==> src/rtl/pipe_pkg.sv <==
// Shared definitions for the pipeline hazard controller: NPC op encodings,
// register-index width and the hazard FSM state type.
package pipe_pkg;

  localparam int REG_W = 5;

  localparam logic [1:0] NPC_SEQ = 2'b00;
  localparam logic [1:0] NPC_BR  = 2'b01;
  localparam logic [1:0] NPC_J   = 2'b10;
  localparam logic [1:0] NPC_JR  = 2'b11;

  typedef enum logic [0:0] {
    RUN      = 1'b0,
    MEM_WAIT = 1'b1
  } hz_state_e;

endpackage

==> src/rtl/pipe_perf_cnt.sv <==
// Stall-cycle and redirect counters for the hazard controller; only built
// when PIPE_PERF_CNT_EN is defined.
`ifdef PIPE_PERF_CNT_EN
module pipe_perf_cnt #(
  parameter int CNT_W = 32
) (
  input  logic             clk,
  input  logic             rst,
  input  logic             stall_evt,
  input  logic             flush_evt,
  output logic [CNT_W-1:0] stall_cycles,
  output logic [CNT_W-1:0] flush_events
);

  // Both counters wrap naturally at 2^CNT_W.
  always_ff @(posedge clk or posedge rst) begin
    if (rst) begin
      stall_cycles <= '0;
      flush_events <= '0;
    end else begin
      if (stall_evt) stall_cycles <= stall_cycles + CNT_W'(1);
      if (flush_evt) flush_events <= flush_events + CNT_W'(1);
    end
  end

endmodule
`endif

==> src/rtl/pipe_hazard_ctrl.sv <==
// Hazard/sequencing controller for the 5-stage pipeline: load-use stalls,
// redirect flushes and data-memory wait handling. Optional PIPE_PERF_CNT_EN.
module pipe_hazard_ctrl
  import pipe_pkg::*;
#(
  parameter int MEM_TIMEOUT = 255,
  parameter int CNT_W       = 32
) (
  input  logic             clk,
  input  logic             rst,
  input  logic [REG_W-1:0] id_rs,
  input  logic [REG_W-1:0] id_rt,
  input  logic             id_uses_rt,
  input  logic             ex_MemRead,
  input  logic [REG_W-1:0] ex_wa,
  input  logic [1:0]       mem_NPCOp,
  input  logic             mem_MemRead,
  input  logic             mem_MemWrite,
  input  logic             dmem_ready,
  output logic             dmem_req,
  output logic             pc_stall,
  output logic             if_id_stall,
  output logic             id_ex_stall,
  output logic             ex_mem_stall,
  output logic             if_id_flush,
  output logic             id_ex_flush,
  output logic             ex_mem_flush,
  output logic             mem_wb_flush,
  output logic [1:0]       npc_sel,
  output logic             mem_err,
  output logic [CNT_W-1:0] stall_cycles,
  output logic [CNT_W-1:0] flush_events
);

  localparam int WC_W = $clog2(MEM_TIMEOUT + 1);

  hz_state_e       state, next_state;
  logic [WC_W-1:0] wait_cnt;
  logic            mem_acc, mem_miss, load_use, timeout;

  assign mem_acc  = mem_MemRead | mem_MemWrite;
  assign mem_miss = mem_acc & ~dmem_ready;
  assign load_use = ex_MemRead && (ex_wa != '0) &&
                    ((ex_wa == id_rs) || (id_uses_rt && (ex_wa == id_rt)));

  always_ff @(posedge clk or posedge rst) begin
    if (rst) begin
      state    <= RUN;
      wait_cnt <= '0;
      mem_err  <= 1'b0;
    end else begin
      state <= next_state;
      if (state == RUN && mem_miss)
        wait_cnt <= WC_W'(1);
      else if (state == MEM_WAIT && next_state == MEM_WAIT)
        wait_cnt <= wait_cnt + WC_W'(1);
      else
        wait_cnt <= '0;
      if (timeout) mem_err <= 1'b1;
    end
  end

  always_comb begin
    next_state   = state;
    dmem_req     = 1'b0;
    pc_stall     = 1'b0;
    if_id_stall  = 1'b0;
    id_ex_stall  = 1'b0;
    ex_mem_stall = 1'b0;
    if_id_flush  = 1'b0;
    id_ex_flush  = 1'b0;
    ex_mem_flush = 1'b0;
    mem_wb_flush = 1'b0;
    npc_sel      = NPC_SEQ;
    timeout      = 1'b0;
    unique case (state)
      RUN: begin
        dmem_req = mem_acc;
        // Memory outranks a redirect; the redirect proceeds once the access completes.
        if (mem_miss) begin
          {pc_stall, if_id_stall, id_ex_stall, ex_mem_stall} = 4'b1111;
          mem_wb_flush = 1'b1;
          next_state   = MEM_WAIT;
        end else if (mem_NPCOp != NPC_SEQ) begin
          npc_sel      = mem_NPCOp;
          if_id_flush  = 1'b1;
          id_ex_flush  = 1'b1;
          ex_mem_flush = 1'b1;
        end else if (load_use) begin
          pc_stall    = 1'b1;
          if_id_stall = 1'b1;
          id_ex_flush = 1'b1;
        end
      end
      MEM_WAIT: begin
        dmem_req = 1'b1;
        if (dmem_ready) begin
          next_state = RUN;
        end else if (wait_cnt == WC_W'(MEM_TIMEOUT)) begin
          timeout    = 1'b1;
          next_state = RUN;
        end else begin
          {pc_stall, if_id_stall, id_ex_stall, ex_mem_stall} = 4'b1111;
          mem_wb_flush = 1'b1;
        end
      end
      default: next_state = RUN;
    endcase
  end

`ifdef PIPE_PERF_CNT_EN
  logic redirect;
  assign redirect = (state == RUN) && !mem_miss && (mem_NPCOp != NPC_SEQ);

  pipe_perf_cnt #(.CNT_W(CNT_W)) u_perf_cnt (
    .clk          (clk),
    .rst          (rst),
    .stall_evt    (pc_stall),
    .flush_evt    (redirect),
    .stall_cycles (stall_cycles),
    .flush_events (flush_events)
  );
`else
  assign stall_cycles = '0;
  assign flush_events = '0;
`endif

endmodule

==> config.mk <==
export PLATFORM = sky130hd
export DESIGN_NAME = pipe_hazard_ctrl
export DESIGN_NICKNAME = d
export VERILOG_FILES = /design/src/rtl/pipe_pkg.sv /design/src/rtl/pipe_perf_cnt.sv /design/src/rtl/pipe_hazard_ctrl.sv
export SDC_FILE = /design/constraint.sdc
export NUM_CORES = 1
export LEC_CHECK = 0
export ABC_AREA = 1
export CAP_MARGIN = 30
export CORE_MARGIN = 8
export CORE_UTILIZATION = 37
export CTS_CLUSTER_DIAMETER = 50
export DETAILED_ROUTE_END_ITERATION = 12
export PLACE_DENSITY_LB_ADDON = 0.2
export SYNTH_ARGS = -nofsm -noshare
export SYNTH_HDL_FRONTEND = slang
export SYNTH_HIERARCHICAL = 1
export SYNTH_SLANG_ARGS = --single-unit
==> constraint.sdc <==
create_clock -name clk -period 3 [get_ports clk]
set_clock_uncertainty 0.2 [all_clocks]
set_input_delay 0.6 -clock clk [delete_from_list [all_inputs] [get_ports clk]]
set_output_delay 0.6 -clock clk [all_outputs]
set_load 0.03 [all_outputs]
; Word level (Yosys, flattened, before mapping)
; Index checks and enable logic that the tools add are counted.
[totals]
register_bits = 10
ramBits = 0
n_memories = 0
romBits = 0
elab_cells = 42
out_inout_bits = 76
latchBits = 0
[classes]
n_shift = 0
n_addsub = 1
n_mux = 23
bitwise = 4
eq_ne = 3
multipliers = 0
order_cmp = 0
n_div = 0
reduce_logical = 8
[op_table]
columns = operator, count
row1 = 8-bit two-way mux, 2
row2 = 1-bit two-way mux, 15
row3 = 5-bit == test, 2
row4 = 8-bit by 1-bit adder with 8-bit output (second input constant), 1
row5 = 8-bit == test (second input constant), 1
row6 = 2-bit two-way mux, 3
row7 = 1-bit one-hot mux with 2 select lines, 3
row8 = 1-bit logical AND, 5
row9 = 5-bit nonzero test, 1
row10 = 1-bit inverter, 2
row11 = 2-bit nonzero test, 1
row12 = 1-bit bitwise AND, 1
row13 = 1-bit logical OR, 1
row14 = 1-bit bitwise OR, 1

; Logic depth before layout (Yosys ltp)
; Gate-level depths: netlist (run 1).
[logic_depth]
word_depth = 8
ltp_mapped = 9

; Least setup slack after synthesis (run 1)
; OpenSTA, ideal clock, no wires.
[synth_path]
kind = input -> output
start = input mem_MemRead
end = output if_id_flush
n_path_buf = 1
arrival_time_ps = 1941
required_ps = 2200
slack_ps = 259
cell_stages = 8
cell_sequence = inv_1 > a21oi_1 > nor2_1 > inv_2 > nor2_1 > nor2_1 > inv_1 > buf_4
[synth_via]
elab_chain_cells = 4
[synth_lines]
columns = element, line
row1 = from (decl), pipe_hazard_ctrl.sv:17  ; input logic mem_MemRead,
row2 = 1-bit bitwise OR, pipe_hazard_ctrl.sv:41  ; assign mem_acc = mem_MemRead | mem_MemWrite;
row3 = 1-bit bitwise AND, pipe_hazard_ctrl.sv:42  ; assign mem_miss = mem_acc & ~dmem_ready;
row4 = 1-bit two-way mux (2 in a row), --
row5 = to (decl), pipe_hazard_ctrl.sv:25  ; output logic if_id_flush,
; No other way between the ends.

; Worst setup path after layout (run 1)
[layout_path]
start = input mem_MemRead
end = output ex_mem_flush
[layout_via]
elab_chain_cells = 4
[layout_lines]
columns = element, line
row1 = 1-bit bitwise OR, pipe_hazard_ctrl.sv:41
row2 = 1-bit bitwise AND, pipe_hazard_ctrl.sv:42
row3 = 1-bit two-way mux, pipe_hazard_ctrl.sv:80  ; if (mem_miss) begin
row4 = 1-bit two-way mux, pipe_hazard_ctrl.sv:76  ; unique case (state)
row5 = to (decl), pipe_hazard_ctrl.sv:27  ; output logic ex_mem_flush,
; No other way between the ends.

==> impl_metrics.py, run 1 <==
metrics = {
    "placed_design": {
        "numPortBuffers": 35,
        "place_inst": 269,
        "pre_cts_ws_ns": 0.259,
        "dp_hpwl_um": 2390,
        "gp_congestion": 0.779,
    },
    "grt": {
        "grt_pass1_wl_um": 3880,
        "antenna_found_initial": 0,
        "gr-total-overflow": 0,
        "grt_pass1_vias": 925,
        "grt_max_degree": 11,
        "grt_usage_pct": 8.46,
    },
    "floorplan": {
        "num_io_pins": 100,
        "die_w_um": 75.1,
        "initial_core_util_pct": 38.7,
        "core_area_mm2": 0.00334,
        "die_height_um": 75.1,
        "fp-row-count": 21,
        "dieArea_mm2": 0.00564,
    },
    "clocking": {
        "cts_tree": "yes",
        "cts_sinks": 10,
        "ctsResizeCount": 0,
        "clockBufferDepth": 2,
        "root_buffer": "clkbuf_4",
        "insertion_delay_ns": 0.26,
        "cts_setup_buffers": 0,
        "cts_htree_levels": 1,
        "hold_buffers": 0,
        "clk_pin_slew_worst_paths_ns": 0.06,
        "cts_inserted_buffers": 3,
    },
    "sta": {
        "rsz0062_at_grt": "false",
        "maxSlewViolCount": 0,
        "final.min_clock_period_ns": 2.73,
        "finalHoldViolations": 0,
        "fin_ws_ns": 0.269,
        "fmaxAchievable_mhz": 366,
        "setup_viol": 0,
        "setup_tns_ns": 0,
        "whs_ns": 0.282,
        "finalCritPeriodShare_pct": 91.0,
    },
    "cells_and_area": {
        "insertedDiodeCount": 0,
        "fin_cells": 272,
        "area_delta_synth_final_pct": 10.2,
        "nets": 253,
        "drive_gt1_share_pct": 10.6,
        "finish.utilization_pct": 42.7,
    },
    "critical_path": {
        "cp-end-kind": "output port",
        "crit_required_ns": 2.20,
        "crit_fanout": 3,
        "criticalPathCategory": "in2out",
        "start_kind": "input pin",
        "r2r_cells": 8,
        "arrival_ns": 1.93,
    },
    "route": {
        "ant_nets": 0,
        "routed_via_density": 3.47,
        "vias": 945,
        "wl_per_cell_um": 9.71,
        "drtIter0Drc": 24,
        "dr.pass1.iters": 4,
        "totalWireLength_um": 2640,
        "drc": 0,
    },
    "power_and_ir_drop": {
        "p_seq_share_pct": 28.2,
        "p_leak_nw": 0.817,
        "clock_power_share_pct": 17.0,
        "intPower_mw": 0.268,
        "switching_share_pct": 50.7,
        "ir_worst_vdd_mv": 0.104,
        "p_comb_share_pct": 54.8,
        "power_density_mw_per_mm2": 382,
        "p_sw_mw": 0.275,
    },
    "synthesis": {
        "netlist_area_mm2": 0.00129,
        "avgSynthCellArea_um2": 6.70,
        "synth_cell_types": 23,
        "synth-main-ff-cell": "dfrtp_1",
        "synth-edff-count": 0,
        "ys_seq_elements": 10,
        "yosys_warnings": 6,
        "yosysSeqAreaShare_pct": 19.4,
        "ys_async_sr_fraction_pct": 100,
        "syn_inst": 193,
    },
    "worst_hold_path": {
        "min_delay_path_depth": 1,
        "hold_path_class": "reg2reg",
    },
    "run": {
        "cap_violations": 0,
    },
    "status": {
        "outcome": "complete, no violations",
    },
}
==> power groups by stage <==
stage | sequential [mW] | clock (mW) | combinational, mW
3_5_place_dp | 0.156 | 0 | 0.297
6_report | 0.153 | 0.0923 | 0.298
5_1_grt | 0.155 | 0.102 | 0.321
2_1_floorplan | 0.154 | 0 | 0.291
3_3_place_gp | 0.156 | 0 | 0.297
4_1_cts | 0.153 | 0.0942 | 0.298
==> cell usage in the layout (no fill, tap or decap) <==
cell type,synthesis,layout
nor2_1,15,15
inv_1,29,29
o21bai_1,1,1
a21oi_1,2,2
nor3_2,1,1
o21ai_1,1,1
inv_2,1,1
buf_4,68,10
xnor2_1,2,2
nand3_1,6,6
o21ai_0,2,2
nor3b_1,3,3
a31oi_1,1,1
clkdlybuf4s50_1,0,25
ha_1,1,1
nor3_1,3,3
nand3_2,1,1
clkbuf_4,0,3
nand2_2,5,5
nand4_1,1,1
nand3_4,1,1
dfrtp_1,10,10
nand2_1,36,36
conb_1,1,64
nor2_2,2,2
==> metrics by stage <==
| stage | total power, mW | cell area, µm² |
|---|---|---|
| 5_1_grt | 0.578 | 1420 |
| 4_1_cts | 0.545 | 1420 |
| 2_1_floorplan | 0.445 | 1530 |
| 3_5_place_dp | 0.453 | 1400 |
| 6_report | 0.544 | 1420 |
| 3_3_place_gp | 0.453 | 1400 |
==> worst max-delay path: stages <==
cell and delay, ns:
clkdlybuf4s50_1 0.45, inv_1 0.05, a21oi_1 0.21, nor2_1 0.10
inv_2 0.09, nor2_1 0.05, nor2_1 0.15, inv_1 0.07
buf_4 0.17
==> cells by family after synthesis <==
| kind of cell | after synthesis | synth area share, % |
|---|---|---|
| simple gates | 74 | 26.8 |
| flops | 10 | 19.4 |
| xor+xnor | 2 | 1.36 |
| buf+inv | 98 | 48.2 |
| compound gates | 7 | 3.00 |
| fa+ha+maj | 1 | 0.968 |
| other cells | 1 | 0.290 |
==> synthesized netlist by cell type, types with 2 or more instances <==
cell	n	area [µm²]
xnor2_1	2	17.5
nor3b_1	3	22.5
a21oi_1	2	10.0
nand2_2	5	31.3
nor2_2	2	12.5
inv_1	29	109
dfrtp_1	10	250
o21ai_0	2	10.0
nand3_1	6	30.0
nor3_1	3	15.0
buf_4	68	510
nor2_1	15	56.3
nand2_1	36	135
==> flip-flops by register name, indices dropped and copies added (netlist names) <==
register  cells
wait_cnt      8
state         1
mem_err       1
==> per-layer routing <==
metal | GRT usage, % | wire length [µm] | vias up
met4 | 3.26 | 19 | 0
met2 | 15.4 | 1470 | 37
met1 | 8.53 | 888 | 391
met3 | 3.06 | 263 | 4
met5 | 0 | 0 | -
li1 | - | - | 513
==> final cells by class <==
cell class                 instances  area (µm²)
fill                             383        1910
multi-input combinational        148         656
timing repair buffer              35         325
sequential                        10         250
inverter                          30         113
tap                               46        57.6
clock buffer                       3        22.5
==> worst paths after layout <==
| check | startpoint | endpoint | slack [ns] |
|---|---|---|---|
| setup / recovery | mem_MemRead | ex_mem_flush | 0.27 |
| hold / removal | mem_err$_DFFE_PP0P_ | mem_err$_DFFE_PP0P_ | 0.28 |
| setup reg to reg | wait_cnt[0]$_DFF_PP0_ | state$_DFF_PP0_ | 1.48 |
| hold reg to reg | mem_err$_DFFE_PP0P_ | mem_err$_DFFE_PP0P_ | 0.28 |
| max in group asynchronous | rst | wait_cnt[5]$_DFF_PP0_ | 1.92 |
| min in group asynchronous | rst | wait_cnt[3]$_DFF_PP0_ | 0.40 |
Power figures use the tool's default switching activity.
==> run 2, diff against run 1 <==
--- a/config.mk
+++ b/config.mk
@@ -8,7 +8,7 @@
 export ABC_AREA = 1
 export CAP_MARGIN = 30
 export CORE_MARGIN = 8
-export CORE_UTILIZATION = 37
+export CORE_UTILIZATION = 31
 export CTS_CLUSTER_DIAMETER = 50
 export DETAILED_ROUTE_END_ITERATION = 12
 export PLACE_DENSITY_LB_ADDON = 0.2
==> constraint.sdc (replaced) <==
create_clock -name clk -period 2.35 [get_ports clk]
set_clock_uncertainty 0.2 [all_clocks]
set_input_delay 0.47 -clock clk [delete_from_list [all_inputs] [get_ports clk]]
set_output_delay 0.47 -clock clk [all_outputs]
set_load 0.03 [all_outputs]
==> run 2 against run 1 <==
  * Count of clock-buffer cells in the layout increased by 1
  * Combinational power is 46% higher
  * Total power rose by 55%
  * Cell count up 5.1%
  * First-iteration DRC count grew 140%
  * Register-to-register slack got worse by 0.72 ns
  * Clock power increased by 130%
  * Die area is 15% higher
  * Worst hold slack better by 0.0082 ns
  * Sequential cell count stayed put
  * Largest cell class unchanged
  * Largest power group unchanged
==> impl_metrics.py, run 2 (synthesized netlist as in run 1, its figures left out) <==
metrics = {
    "status": {
        "outcome": "complete, no violations",
    },
    "critical_path": {
        "cp_slowest_cell": "dfrtp_1",
        "crit_required_ns": 1.68,
        "arrival_ns": 1.56,
        "cp_num_buf_inv": 2,
        "crit_fanout": 4,
        "criticalPathCategory": "reg2out",
        "crit_chain": "ha_1 -> nand2_1 -> nor2_4 -> nand2_2 -> nand2_2 -> nand2_2 -> nand2_2 -> inv_2 -> buf_6",
        "ff2ff_setup_slack_ns": 0.76,
        "cp-end-kind": "output port",
        "cpPeakStageDelay_ns": 0.40,
        "critPathTopFamily": "simple AND/OR/NAND/NOR gates",
        "critPathMostFrequentCell": "nand2_2",
        "start_kind": "register",
    },
    "floorplan": {
        "dieArea_mm2": 0.00649,
        "num_io_pins": 100,
        "die_height_um": 80.6,
        "initial_core_util_pct": 32.3,
        "core_area_mm2": 0.00400,
        "fp-row-count": 23,
        "die_w_um": 80.6,
    },
    "sta": {
        "final.min_clock_period_ns": 2.23,
        "setup_tns_ns": 0,
        "rsz0062_at_grt": "false",
        "fin_ws_ns": 0.120,
        "finalCritPeriodShare_pct": 94.9,
        "setup_viol": 0,
        "fmaxAchievable_mhz": 448,
        "maxSlewViolCount": 0,
        "finalHoldViolations": 0,
    },
    "route": {
        "dr.pass1.iters": 4,
        "drc": 0,
        "wl_per_cell_um": 9.92,
        "routed_via_density": 3.51,
        "ant_nets": 0,
        "vias": 1005,
        "totalWireLength_um": 2840,
        "drtIter0Drc": 58,
    },
    "power_and_ir_drop": {
        "clock_power_share_pct": 25.6,
        "switching_share_pct": 44.9,
        "ir_worst_vdd_mv": 0.176,
        "p_sw_mw": 0.379,
        "p_comb_share_pct": 51.7,
        "intPower_mw": 0.464,
        "p_seq_share_pct": 22.6,
        "p_leak_nw": 0.945,
        "power_density_mw_per_mm2": 531,
    },
    "clocking": {
        "root_buffer": "clkbuf_8",
        "hold_buffers": 0,
        "cts_inserted_buffers": 3,
        "cts_htree_levels": 1,
        "clk_pin_slew_worst_paths_ns": 0.05,
        "insertion_delay_ns": 0.24,
        "clockBufferDepth": 2,
        "cts_tree": "yes",
        "cts_sinks": 10,
    },
    "worst_hold_path": {
        "hold_path_class": "reg2reg",
    },
    "placed_design": {
        "gp_congestion": 0.665,
        "pre_cts_ws_ns": -0.540,
        "post_dp_cell_area_mm2": 0.00147,
        "numPortBuffers": 35,
        "dp_hpwl_um": 2480,
    },
    "grt": {
        "gr-total-overflow": 0,
        "grt_usage_pct": 7.72,
        "grt_pass1_wl_um": 4110,
        "antenna_found_initial": 0,
        "grt_pass1_vias": 990,
        "grt_max_degree": 11,
    },
    "cells_and_area": {
        "largest_registers": "wait_cnt x8, mem_err x1, state x1",
        "final_cell_mix": "conb_1 (64), nand2_1 (35), inv_1 (25)",
        "top_register": "wait_cnt",
        "area_delta_synth_final_pct": 22.8,
        "nets": 262,
        "insertedDiodeCount": 0,
        "largest_reg_flops": 8,
        "drive_gt1_share_pct": 19.5,
        "final_common_cell": "conb_1",
        "design_area_mm2": 0.00159,
    },
    "run": {
        "cap_violations": 0,
    },
}
==> run 2: final timing paths <==
check / cells after the start / end / from
setup / recovery: 9 / mem_wb_flush / wait_cnt[0]$_DFF_PP0_
hold / removal: 1 / mem_err$_DFFE_PP0P_ / mem_err$_DFFE_PP0P_
setup reg to reg: 9 / state$_DFF_PP0_ / wait_cnt[0]$_DFF_PP0_
hold reg to reg: 1 / mem_err$_DFFE_PP0P_ / mem_err$_DFFE_PP0P_
max in group asynchronous: 2 / mem_err$_DFFE_PP0P_ / rst
min in group asynchronous: 2 / wait_cnt[0]$_DFF_PP0_ / rst
==> run 2: cell type report <==
| cell class | count | area [µm²] |
|---|---|---|
| inverter | 30 | 113 |
| sequential | 10 | 250 |
| tap | 50 | 62.6 |
| clock buffer | 4 | 55.1 |
| timing repair buffer | 44 | 418 |
| multi-input combinational | 148 | 689 |
| fill | 437 | 2410 |
==> run 2: worst register-to-register path, stage by stage (launching register included) <==
cell	delay, ns
dfrtp_1	0.38
ha_1	0.18
nand2_1	0.10
nor2_4	0.14
nand2_2	0.11
nand2_2	0.08
nand2_2	0.05
nand2_2	0.07
inv_2	0.06
buf_4	0.12
==> run 2: per-stage QoR <==
stage / utilization (%) / cells / power, mW / hold slack (ns)
global placement: 36.8 / 281 / 0.608 / 0.291
CTS: 39.2 / 286 / 0.847 / 0.295
floorplan: - / 256 / 0.570 / 0.110
finish: 39.7 / 286 / 0.843 / 0.290
global route: 39.7 / 286 / 0.888 / 0.307
detailed placement: 36.8 / 281 / 0.607 / 0.281
==> run 2: power by group through the flow <==
stage / clock [mW] / combinational, mW / sequential (mW)
final: 0.216 / 0.436 / 0.191
after global routing: 0.228 / 0.468 / 0.192
after global placement: 0 / 0.415 / 0.193
after detailed placement: 0 / 0.415 / 0.193
after floorplan: 0 / 0.374 / 0.196
after CTS: 0.221 / 0.435 / 0.191
==> run 2: what timing repair did <==
action,in CTS,in global routing
pin swaps,10,7
endpoints found under the setup margin,10,8
setup buffers,1,0
resized for setup,41,7
hold endpoints to repair,0,0
==> run 2: per-layer routing <==
| layer | global-route usage [%] | up-vias | wire length, µm | part of all wire, % |
|---|---|---|---|---|
| li1 | - | 532 | - | - |
| met1 | 8.13 | 426 | 1020 | 36 |
| met2 | 13.5 | 42 | 1540 | 54 |
| met5 | 0 | - | 0 | 0 |
| met4 | 4.91 | 0 | 62 | 2.2 |
| met3 | 1.79 | 5 | 209 | 7.4 |
==> patch 1: new RTL, settings of run 1 <==
Add a define of `PIPE_PERF_CNT_EN`.
--- a/src/rtl/pipe_perf_cnt.sv
+++ b/src/rtl/pipe_perf_cnt.sv
@@ -2,2 +2,4 @@
 // when PIPE_PERF_CNT_EN is defined.
+`define PIPE_PERF_CNT_EN
+
 `ifdef PIPE_PERF_CNT_EN
Formal check against the unedited RTL: not equivalent (Yosys sat finds a counterexample within 4 cycles, from zero or initial values and one cycle with rst high).
==> patch 1 against run 1 <==
Combinational power grew to 2.6 times the old value. Sequential cell count increased by 64. Power rose to 5.7 times the old value. Largest cell class unchanged. Synthesized area rose to 3.3 times the old value. Non-clock buffer count increased by 69. Cell area grew to 4.1 times the old value. Die area rose to 2.7 times the old value. Routed wire length grew to 4.0 times the old value. Count of clock-buffer cells in the layout grew 11. Critical endpoint is now pc_stall. Setup slack got worse by 77 ps. Sequential power grew to 8.0 times the old value. Final cell count rose to 3.1 times the old value.
==> patch 1: results <==
[run_status]
status = "finished clean"

[placement]
io_buffer_count = 99
place.gp.congestion = 0.8096
dp_slack_ps = 34.18
placed_cells = 832
hpwl_um = 8209

[worst_setup_path]
cp-endpoint = "pc_stall"
cp-startpoint = "ex_wa[4]"
critPathMaxStageDelay_ps = 520
rr_endpoint = "u_perf_cnt/stall_cycles[24]"
crit_arrival_ps = 2010
cp_max_fo = 6
rr_worst_depth = 17

[drt]
routed_wirelength_um = 10610
first_iter_violations = 271
vias = 3975

[worst_hold_path]
hold_start = "wait_cnt[0]"
hold_path_end = "wait_cnt[0]"

[grt]
grt_first_pass_wirelength_um = 17350
grt_pass1_vias = 3621
grt_max_degree = 34

[clocking]
clk_latency_ps = 330
cts_made_buffers = 9
root_buffer = "clkbuf_16"

[logic_synthesis]
synth.area.top_cells = "dfrtp_1 (43%), nand2_1 (17%), inv_1 (7.2%), nor2_1 (6.6%), nand4_1 (4.3%)"
seq_area_frac_synth = 0.4286
avgSynthCellArea_um2 = 7.323
ys_types = 25

[cells_and_area]
drive_gt1_frac = 0.07518
nets = 727
reg_top3 = "u_perf_cnt/flush_events (32), u_perf_cnt/stall_cycles (32), wait_cnt (8)"

[sta]
fin_ws_ps = 191.5

[pwr]
p_leak_uw = 0.002751
-- patch 1: changes by cell type after synthesis, sizes merged, moves of 12 or more --
cell / change
inv: +56
nand3b: +12
xor2: +18
xnor2: +16
dfrtp: +64
nor2: +74
buf: -63
nand2: +161
nand4: +29
nand3: +26
-- patch 1: where the power goes --
group / total [µW] / leakage [µW] / switching [µW] / internal (µW)
clock: 1090 / 0.000147 / 405 / 689
sequential: 1230 / 0.000980 / 140 / 1090
combinational: 786 / 0.00162 / 473 / 313
total: 3110 / 0.00275 / 1020 / 2100
-- patch 1: final cells by class --
cell class	instances	area, µm²	area share
inverters	86	322.8	0.05581
clock inverters	2	35.03	0.006057
repair buffers	104	1023	0.1769
flip-flops and latches	74	1852	0.3201
clock buffers	14	264.0	0.04564
well taps	143	178.9	0.03093
multi-input cells	425	2108	0.3645
-- patch 1: cell families (layout without fill, tap and decap cells) --
kind of cell             after synthesis  count (layout)  share of synthesized area
AO/OA/AOI/OAI                          8               8                   0.009844
XOR/XNOR                              36              36                    0.07298
adder cells (fa/ha/maj)                3               3                   0.008689
buffers and inverters                 91             206                    0.08341
flip-flops                            74              74                     0.4286
AND/OR/NAND/NOR                      378             378                     0.3965
-- patch 1: metal layers --
layer	track usage	up-vias	part of all wire
met3	0.03989	13	0.060
met2	0.2354	72	0.50
met1	0.1684	1840	0.43
li1	-	2050	-
met5	0	-	0
met4	0.06171	0	0.018
-- patch 1: worst register-to-register path: cells and delay by family (launching register included) --
family | cells | cell delay (ps)
and+or+nand+nor | 15 | 1390
DFF | 1 | 390
adders and majority gates | 1 | 230
buffers and inverters | 1 | 120
==> patch 2: new RTL, config.mk and constraints of run 1 <==
Without the edit above. Register the output `mem_err` once more, cleared by the reset; this adds one clock of latency there. The other outputs are not delayed to match.
--- a/src/rtl/pipe_hazard_ctrl.sv
+++ b/src/rtl/pipe_hazard_ctrl.sv
@@ -36,2 +36,4 @@
 
+  logic mem_err_s0;
+
   hz_state_e       state, next_state;
@@ -49,3 +51,3 @@
       wait_cnt <= '0;
-      mem_err  <= 1'b0;
+      mem_err_s0 <= 1'b0;
     end else begin
@@ -58,3 +60,3 @@
         wait_cnt <= '0;
-      if (timeout) mem_err <= 1'b1;
+      if (timeout) mem_err_s0 <= 1'b1;
     end
@@ -127,2 +129,10 @@
 
+  always_ff @(posedge clk or posedge rst) begin
+    if (rst) begin
+      mem_err <= '0;
+    end else begin
+      mem_err <= mem_err_s0;
+    end
+  end
+
 endmodule
Formal check against the unedited RTL: same outputs for any inputs over 10 cycles, from zero or initial values and one cycle with rst high; that may be too few to reach the edited logic, so the function may still have changed.
==> patch 2 against run 1 <==
Sequential share of layout area increased by 1.4 points. Synthesized area is 1.9% higher. First-iteration DRC count is 140% higher. Cell area is 2.0% higher. Setup slack got worse by 10 ps. Routed wire length grew 0.27%. Sequential cell count rose by 1. Utilization increased by 0.19 points. Global-route usage grew 0.19 points. Power increased by 3.9%. Combinational power about the same. Via count rose by 2.5%. Largest cell class unchanged. Highest routed layer unchanged.
==> patch 2: results <==
[worst_setup_path]
cp_max_fo = 3
critPathMaxStageDelay_ps = 450
rr_worst_depth = 6
rr_endpoint = "wait_cnt[3]"
cp_slowest_cell = "clkdlybuf4s50_1"
r2r_slack_ps = 1480

[grt]
grt_first_pass_wirelength_um = 3933
grt_pass1_vias = 966
antenna_found_initial = 0
grt_max_degree = 12
grt_util_all_layers = 0.08641

[logic_synthesis]
synth.area.top_cells = "buf_4 (39%), dfrtp_1 (21%), nand2_1 (10%), inv_1 (8.3%), nor2_1 (4.3%)"
seq_area_frac_synth = 0.2089
synth_top_cell_by_area = "buf_4"
synth_cells = 194
synth-async-reset-ratio = 1.000
synth_common_cells = "buf_4 (68), nand2_1 (36), inv_1 (29)"
ys_warn_count = 6

[pwr]
switching_share = 0.4924
ir_drop_uv = 121.4
p_leak_uw = 0.0008320

[placement]
hpwl_um = 2411
dp_slack_ps = 261.6
io_buffer_count = 35
place.gp.congestion = 0.7329

[cells_and_area]
nets = 254
finalNonFillerCells = 274
top_register = "wait_cnt"
diodes = 0
drive_gt1_frac = 0.1053
largest_reg_flops = 8

[clocking]
clk_pin_slew_ps = 70
root_buffer = "clkbuf_4"
htreeDepth = 1
postCtsSetupRepairBufs = 0
cts_made_buffers = 3
max-clock-path-buffers = 2

[drt]
firstDrtPassIters = 4
wl_per_cell_um = 9.661
first_iter_violations = 58
viasPerCell = 3.536
drc = 0

[worst_hold_path]
hold_start = "mem_err_s0"
hold_path_end = "mem_err"
min_path_cells = 0
hold_path.class = "reg2reg"

[sta]
finalSetupViolCount = 0
finalCritPeriodShare = 0.9137
hold_slack_ps = 188.4

[run_status]
status = "finished clean"
[patch 2: area by class of cell]
| cell class | count | area (µm²) |
|---|---|---|
| sequential | 11 | 275.3 |
| tap | 46 | 57.56 |
| multi-input combinational | 148 | 655.6 |
| timing repair buffer | 35 | 325.3 |
| clock buffer | 4 | 26.28 |
| inverter | 30 | 112.6 |
| fill | 379 | 1937 |
[patch 2: worst max path at each step]
| stage | startpoint | endpoint | cells after the start |
|---|---|---|---|
| after floorplan | mem_MemRead | if_id_flush | 8 |
| after global placement | mem_MemRead | ex_mem_flush | 9 |
| after detailed placement | mem_MemRead | if_id_flush | 9 |
| after CTS | mem_MemRead | if_id_flush | 9 |
| after global routing | mem_MemRead | id_ex_flush | 9 |
| final | mem_MemRead | ex_mem_flush | 9 |
[patch 2: logic make-up (layout without fill, tap and decap cells)]
kind of cell,count (synthesis),count (layout),share of synthesized area
buffers and inverters,98,69,0.4729
flip-flops,11,11,0.2089
other,1,64,0.002846
AND/OR/NAND/NOR,74,74,0.2631
adder cells (fa/ha/maj),1,1,0.009495
XOR/XNOR,2,2,0.01330
AO/OA/AOI/OAI,7,7,0.02944
[patch 2: critical path: cells and delay by family]
| family | cells | cell delay, ps |
|---|---|---|
| AO/OA/AOI/OAI | 1 | 230 |
| buffers and inverters | 5 | 840 |
| AND/OR/NAND/NOR | 3 | 280 |
[patch 2: metal layers]
| metal | vias up | track usage | part of all wire |
|---|---|---|---|
| li1 | 518 | - | - |
| met1 | 389 | 0.09939 | 0.38 |
| met2 | 58 | 0.1409 | 0.47 |
| met3 | 4 | 0.03421 | 0.13 |
| met4 | 0 | 0.03198 | 0.011 |
| met5 | - | 0 | 0 |
[patch 2: power by group through the flow]
stage                     Sequential (µW)  Combinational [µW]  Clock [µW]
after floorplan                       167                 292           0
after global placement                170                 297           0
after detailed placement              170                 296           0
after CTS                             167                 297         105
after global routing                  168                 323         109
final                                 167                 297         101
[patch 2: per-stage QoR]
stage	power [µW]	cell area [µm²]	util
after global placement	466.8	1426	0.4208
after detailed placement	466.3	1426	0.4208
after global routing	599.9	1453	0.4286
after CTS	568.7	1453	0.4286
final	564.7	1453	0.4286
after floorplan	459.0	1554	-
